File: src/rtl/uart_rx_deser.sv
// 8N1 UART receiver: synchronizes the RX pin, deserializes LSB-first frames
// and buffers completed bytes in a small FIFO drained by a valid/ready handshake.
module uart_rx_deser #(
    parameter int CLK_DIV    = 234,
    parameter int FIFO_DEPTH = 4
) (
    input  logic                          clk,
    input  logic                          rst_n,
    input  logic                          rx_i,
    output logic [7:0]                    rx_data_o,
    output logic                          rx_valid_o,
    input  logic                          rx_ready_i,
    output logic                          frame_err_o,
    output logic                          overflow_o,
    output logic [$clog2(FIFO_DEPTH):0]   fifo_count_o
);

    localparam int CW = $clog2(CLK_DIV);
    localparam int AW = $clog2(FIFO_DEPTH);
    localparam logic [CW-1:0] HALF_LOAD = CW'(CLK_DIV / 2 - 1);
    localparam logic [CW-1:0] FULL_LOAD = CW'(CLK_DIV - 1);

    typedef enum logic [2:0] {
        WAIT_IDLE,
        IDLE,
        START,
        DATA,
        STOP
    } state_t;

    state_t        state, state_next;
    logic          sync1, sync2, sync2_d;
    logic [1:0]    settle;
    logic          fall_edge;
    logic [CW-1:0] cnt, cnt_next;
    logic [2:0]    bit_idx, bit_idx_next;
    logic [7:0]    shift_reg, shift_next;
    logic          push;
    logic          frame_err_next;

    logic [7:0]    mem [FIFO_DEPTH];
    logic [AW:0]   wptr, rptr;
    logic          full, empty, pop, do_push;

    // settle keeps WAIT_IDLE from trusting the forced-high synchronizer
    // values in the first cycles after reset, so a line held low through
    // reset release is not mistaken for a start edge.
    always_ff @(posedge clk) begin
        if (!rst_n) begin
            sync1   <= 1'b1;
            sync2   <= 1'b1;
            sync2_d <= 1'b1;
            settle  <= 2'b00;
        end else begin
            sync1   <= rx_i;
            sync2   <= sync1;
            sync2_d <= sync2;
            settle  <= {settle[0], 1'b1};
        end
    end

    assign fall_edge = !sync2 && sync2_d;

    always_ff @(posedge clk) begin
        if (!rst_n) begin
            state     <= WAIT_IDLE;
            cnt       <= '0;
            bit_idx   <= '0;
            shift_reg <= '0;
        end else begin
            state     <= state_next;
            cnt       <= cnt_next;
            bit_idx   <= bit_idx_next;
            shift_reg <= shift_next;
        end
    end

    always_comb begin
        state_next     = state;
        cnt_next       = cnt;
        bit_idx_next   = bit_idx;
        shift_next     = shift_reg;
        push           = 1'b0;
        frame_err_next = 1'b0;
        case (state)
            WAIT_IDLE: begin
                if (settle[1] && sync2) state_next = IDLE;
            end
            IDLE: begin
                if (fall_edge) begin
                    state_next = START;
                    cnt_next   = HALF_LOAD;
                end
            end
            START: begin
                if (cnt != '0) begin
                    cnt_next = cnt - 1'b1;
                end else if (sync2) begin
                    state_next = IDLE;
                end else begin
                    state_next   = DATA;
                    cnt_next     = FULL_LOAD;
                    bit_idx_next = '0;
                end
            end
            DATA: begin
                if (cnt != '0) begin
                    cnt_next = cnt - 1'b1;
                end else begin
                    shift_next   = {sync2, shift_reg[7:1]};
                    cnt_next     = FULL_LOAD;
                    bit_idx_next = bit_idx + 3'd1;
                    if (bit_idx == 3'd7) state_next = STOP;
                end
            end
            STOP: begin
                if (cnt != '0) begin
                    cnt_next = cnt - 1'b1;
                end else if (sync2) begin
                    push       = 1'b1;
                    state_next = IDLE;
                end else begin
                    frame_err_next = 1'b1;
                    state_next     = WAIT_IDLE;
                end
            end
            default: state_next = WAIT_IDLE;
        endcase
    end

    assign empty   = (wptr == rptr);
    assign full    = (wptr[AW] != rptr[AW]) && (wptr[AW-1:0] == rptr[AW-1:0]);
    assign pop     = !empty && rx_ready_i;
    // A pop in the same cycle frees the slot the incoming byte lands in.
    assign do_push = push && (!full || pop);

    always_ff @(posedge clk) begin
        if (!rst_n) begin
            wptr        <= '0;
            rptr        <= '0;
            mem         <= '{default: '0};
            frame_err_o <= 1'b0;
            overflow_o  <= 1'b0;
        end else begin
            if (do_push) begin
                mem[wptr[AW-1:0]] <= shift_reg;
                wptr              <= wptr + 1'b1;
            end
            if (pop) rptr <= rptr + 1'b1;
            frame_err_o <= frame_err_next;
            overflow_o  <= push && full && !pop;
        end
    end

    assign rx_data_o    = mem[rptr[AW-1:0]];
    assign rx_valid_o   = !empty;
    assign fifo_count_o = wptr - rptr;

endmodule

File: config.mk
export PLATFORM = sky130hd
export DESIGN_NAME = uart_rx_deser
export DESIGN_NICKNAME = d
export VERILOG_FILES = /design/src/rtl/uart_rx_deser.sv
export SDC_FILE = /design/constraint.sdc
export NUM_CORES = 1
export LEC_CHECK = 0
export BUFFER_PORTS_ARGS = -buffer_cell sky130_fd_sc_hd__buf_2
export CAP_MARGIN = 5
export CORE_MARGIN = 10
export CORE_UTILIZATION = 60
export DETAILED_ROUTE_END_ITERATION = 8
export PLACE_DENSITY = 0.87
export SKIP_CTS_REPAIR_TIMING = 1
export SYNTH_ARGS = -nofsm -noshare
export SYNTH_HDL_FRONTEND = slang
export SYNTH_SLANG_ARGS = --single-unit
File: constraint.sdc
create_clock -name clk -period 5.1 [get_ports clk]
set_input_delay 0.255 -clock clk [delete_from_list [all_inputs] [get_ports clk]]
set_output_delay 0.255 -clock clk [all_outputs]
set_load 0.02 [all_outputs]
==> reports/results.env <==
RUN_STATUS='complete, no violations'
CORE_UM2=5140
PATH_CLASS='flop to flop'
MAX_STAGE_DELAY_NS=0.61
GRT_OVERFLOW=0
NETLIST_TOP_CELLS_AREA='sky130_fd_sc_hd__dfxtp_1, sky130_fd_sc_hd__mux2i_1, sky130_fd_sc_hd__nand2_1'
HOLD_START='rx_i'
ROUTE.DETAILED.WL_PER_INST_UM=15.76
P_INT_uW=801.5
GRT_MAX_DEGREE=62
YS_FF_LATCH=67
INSERTION_DELAY_NS=0.34
SYNTHFLOPTYPE='sky130_fd_sc_hd__dfxtp_1'
CTS_ROOT_BUF='sky130_fd_sc_hd__clkbuf_8'
ANTENNA-DIODE-COUNT=0
VDD_IR_DROP_MAX_V=0.0002434
FIN_HOLD_VIOLS=0
SYNTHESIS.NETS=338
DRIVE_ABOVE_1_SHARE_PCT=14.88
COUNT_OF_BUFFERS_FROM_PORT_BUFFERING=17
VIA_PER_INST=5.830
CRITPATHTOPFAMILY='simple AND/OR/NAND/NOR gates'
FLIP_FLOP_COUNT_OF_THE_LARGEST_REGISTER_ALL_COPIES_AND_WORDS_ADDED=32
NUM_IO_PINS=18
SETUP.WORST_PATH.START_CLASS='flop'
TIGHTEST_SLEW_NS=1.044
DR.PASS1.ITERS=4
TIMING.CRITICAL_PATH.FANOUT_MAX=9
TNS_NS=0
WORST_SETUP_PATH_END_KIND='flop'
DIE_W_UM=92.85
RSZ0062_AT_GRT='false'
SYN-INSTANCE-COUNT=323
POSTLAYOUTCELLAREA_UM2=3480
CP-STARTPOINT='cnt[0]'
TRITONCTS_NUM_SINKS=67
ROUTE.FINAL.WIRE_LENGTH_UM=6397
SYNTH.YOSYS.SEQ_AREA_SHARE_PCT=42.12
DETAILEDPLACEMENTHPWL_UM=4136
WIRE_LENGTH_OF_THE_FIRST_GLOBAL_ROUTING_PASS_UM=11030
POST-SYNTH-TOP-AREA-CELL='sky130_fd_sc_hd__dfxtp_1'
POWER_FRAC_SEQ_PCT=51.0
DIE_AREA_UM2=8621
SHARE_OF_TOTAL_POWER_IN_THE_CLOCK_NETWORK_PCT=43.8
POWER.SHARE.SWITCHING_PCT=24.01
FLOORPLAN.ROWS=26
HTREE_NUM_LEVELS=3
CRITPATHSLOWESTCELL='sky130_fd_sc_hd__or4b_1'
LEAKAGE_nW=1.389
PERIOD_NEEDED_NS=2.569
SYNTH-ASYNC-RESET-RATIO_PCT=0
FINAL.SETUP_SKEW_NS=0.009350
ANTENNA_VIOLATIONS_BEFORE_REPAIR=0
GRT_USAGE_PCT=15.69
GP_ROUTABILITY_CONGESTION=0.8692
CRIT_PATH_CELL_TRACE='inv_1 > ha_1 > or4b_1 > nor4_2 > and3_1 > mux2i_1'
SETUP_VIOL=0
PERIOD_SHARE_PCT=50.37
ROUTE.DETAILED.DRC=0
CTS_TREE='yes'
CRITICAL_PATH_CELL_COUNT=6
CRIT-REG2REG-LAUNCH='cnt[0]'
POWER.COMBINATIONAL.FRACTION_PCT=5.2
GRT_PASS1_VIAS=2293
WORSTREGTOREGCELLS=6
YOSYSTOPAREACELLSHARE_PCT=42.12
FIN_NETS=346
HOLDCRITPATHCLASS='primary input to flop'
POST_SYN_AREA_UM2=3184
REPORT.FINAL.SLEW_VIOL_COUNT=0
CTS.CLK_SLEW.WORST_PATHS_NS=0.07
POWER-PER-CELL-AREA_nW_PER_UM2=303.1
POWER_SPENT_CHARGING_AND_DISCHARGING_NETS_uW=253.2
AREAGROWTHSYNTHTOFINISH_PCT=9.273
POST_SYNTH.CELL_AREA_AVG_UM2=9.859
PLACEDINSTANCEAREA_UM2=3268
TIMING.MAX_CAP.VIOLATIONS=0
START_UTIL_PCT=61.95
DRT_ITER0_MARKERS=141
WORST-PATH-BUF-INV=1
WORST-ENDPOINT-REQUIRED_NS=5.36
SYNTH_CELL_TYPES=54
NUMBER_OF_FLOPS_MAPPED_TO_ENABLE_CELLS_BY_YOSYS=0
HOLD_DEPTH=2
CRITPATHARRIVALTIME_NS=2.83
VIAS=2367
DIE_HEIGHT_UM=92.85
TRITONCTS.NUM_BUFFERS=9
TIMING.FMAX_MHz=389.3
DETAIL-ROUTE-ANTENNA-NETS=0
TIMING.MAX_SLEW.REL_SLACK_PCT=29.41
CTS.PATH.MAX_BUFFERS=2
SYNTH_WARNINGS=0
## worst paths after layout
check	endpoint	slack, ns
worst max-delay path	mem[4]	2.53
worst min-delay path	sync1	0.09
worst max register to register	mem[4]	2.53
worst min register to register	sync2	0.41
## cells by family after synthesis
| kind of cell | count (synthesis) | synth area share (%) |
|---|---|---|
| muxes | 52 | 19.49 |
| adders and majority gates | 11 | 4.558 |
| buffers and inverters | 32 | 4.322 |
| DFF | 67 | 42.12 |
| and+or+nand+nor | 122 | 19.21 |
| AOI/OAI and AO/OA | 34 | 8.919 |
| xor gates and xnor gates | 5 | 1.375 |
## placed cells by master (no fill, tap or decap), drive strengths merged, types with 3 or more instances in the layout
cell type	count
nand2b	7
and3	4
buf	18
mux2i	44
and2	3
nor4	3
ha	10
nand2	54
inv	12
nor2	17
dfxtp	67
a21oi	5
mux4	8
nand3	7
o221a	3
clkbuf	11
o21ai	6
nor3	7
xor2	3
## layout make-up
cell class / instances / area (um^2)
Fill cell: 415 / 1660
Timing Repair Buffer: 18 / 92.59
Multi-Input combinational cell: 224 / 1705
Inverter: 11 / 41.29
Clock buffer: 11 / 151.4
Tap cell: 70 / 87.58
Clock inverter: 5 / 60.06
Sequential cell: 67 / 1341
## stage by stage
step	hold WS (ns)	util, %	worst slack, ns	cells	power (mW)
after floorplan	0.2827	-	3.001	323	0.5935
after global placement	0.3894	63.58	2.666	390	0.6024
after detailed placement	0.3969	63.58	2.579	390	0.6031
after CTS	0.07329	67.70	2.552	406	1.063
after global routing	0.08142	67.70	2.323	406	1.093
final	0.09270	67.70	2.531	406	1.055
## cell usage after synthesis (all sizes together) (3+ instances only)
cell,number
o221a,3
and3,4
dfxtp,67
inv,11
nor3,7
nor4,3
a21oi,5
o21ai,6
mux2i,44
nand2,54
and2,3
mux4,8
nand3,7
nand2b,7
nor2,17
ha,10
clkbuf,15
xor2,3
buf,6
## layer usage
layer | global-route usage (%) | wire length [um] | up-vias
li1 | - | - | 1162
met1 | 19.50 | 2910 | 1151
met2 | 24.24 | 3126 | 46
met3 | 5.327 | 282 | 8
met4 | 6.555 | 77 | 0
met5 | 0 | 0 | -
## power by group through the flow
| stage | sequential, mW | combinational, mW | clock [mW] |
|---|---|---|---|
| floorplan | 0.545 | 0.0482 | 0 |
| global placement | 0.549 | 0.0530 | 0 |
| detailed placement | 0.550 | 0.0535 | 0 |
| CTS | 0.538 | 0.0540 | 0.472 |
| global route | 0.539 | 0.0608 | 0.493 |
| finish | 0.538 | 0.0547 | 0.462 |
## worst register-to-register path, cell delays in order, from the launching register on
cell and delay (ns):
sky130_fd_sc_hd__dfxtp_1 0.32, sky130_fd_sc_hd__inv_1 0.07, sky130_fd_sc_hd__ha_1 0.19, sky130_fd_sc_hd__or4b_1 0.61
sky130_fd_sc_hd__nor4_2 0.40, sky130_fd_sc_hd__and3_1 0.61, sky130_fd_sc_hd__mux2i_1 0.29
Note: power is estimated with default switching activity, not from simulation.
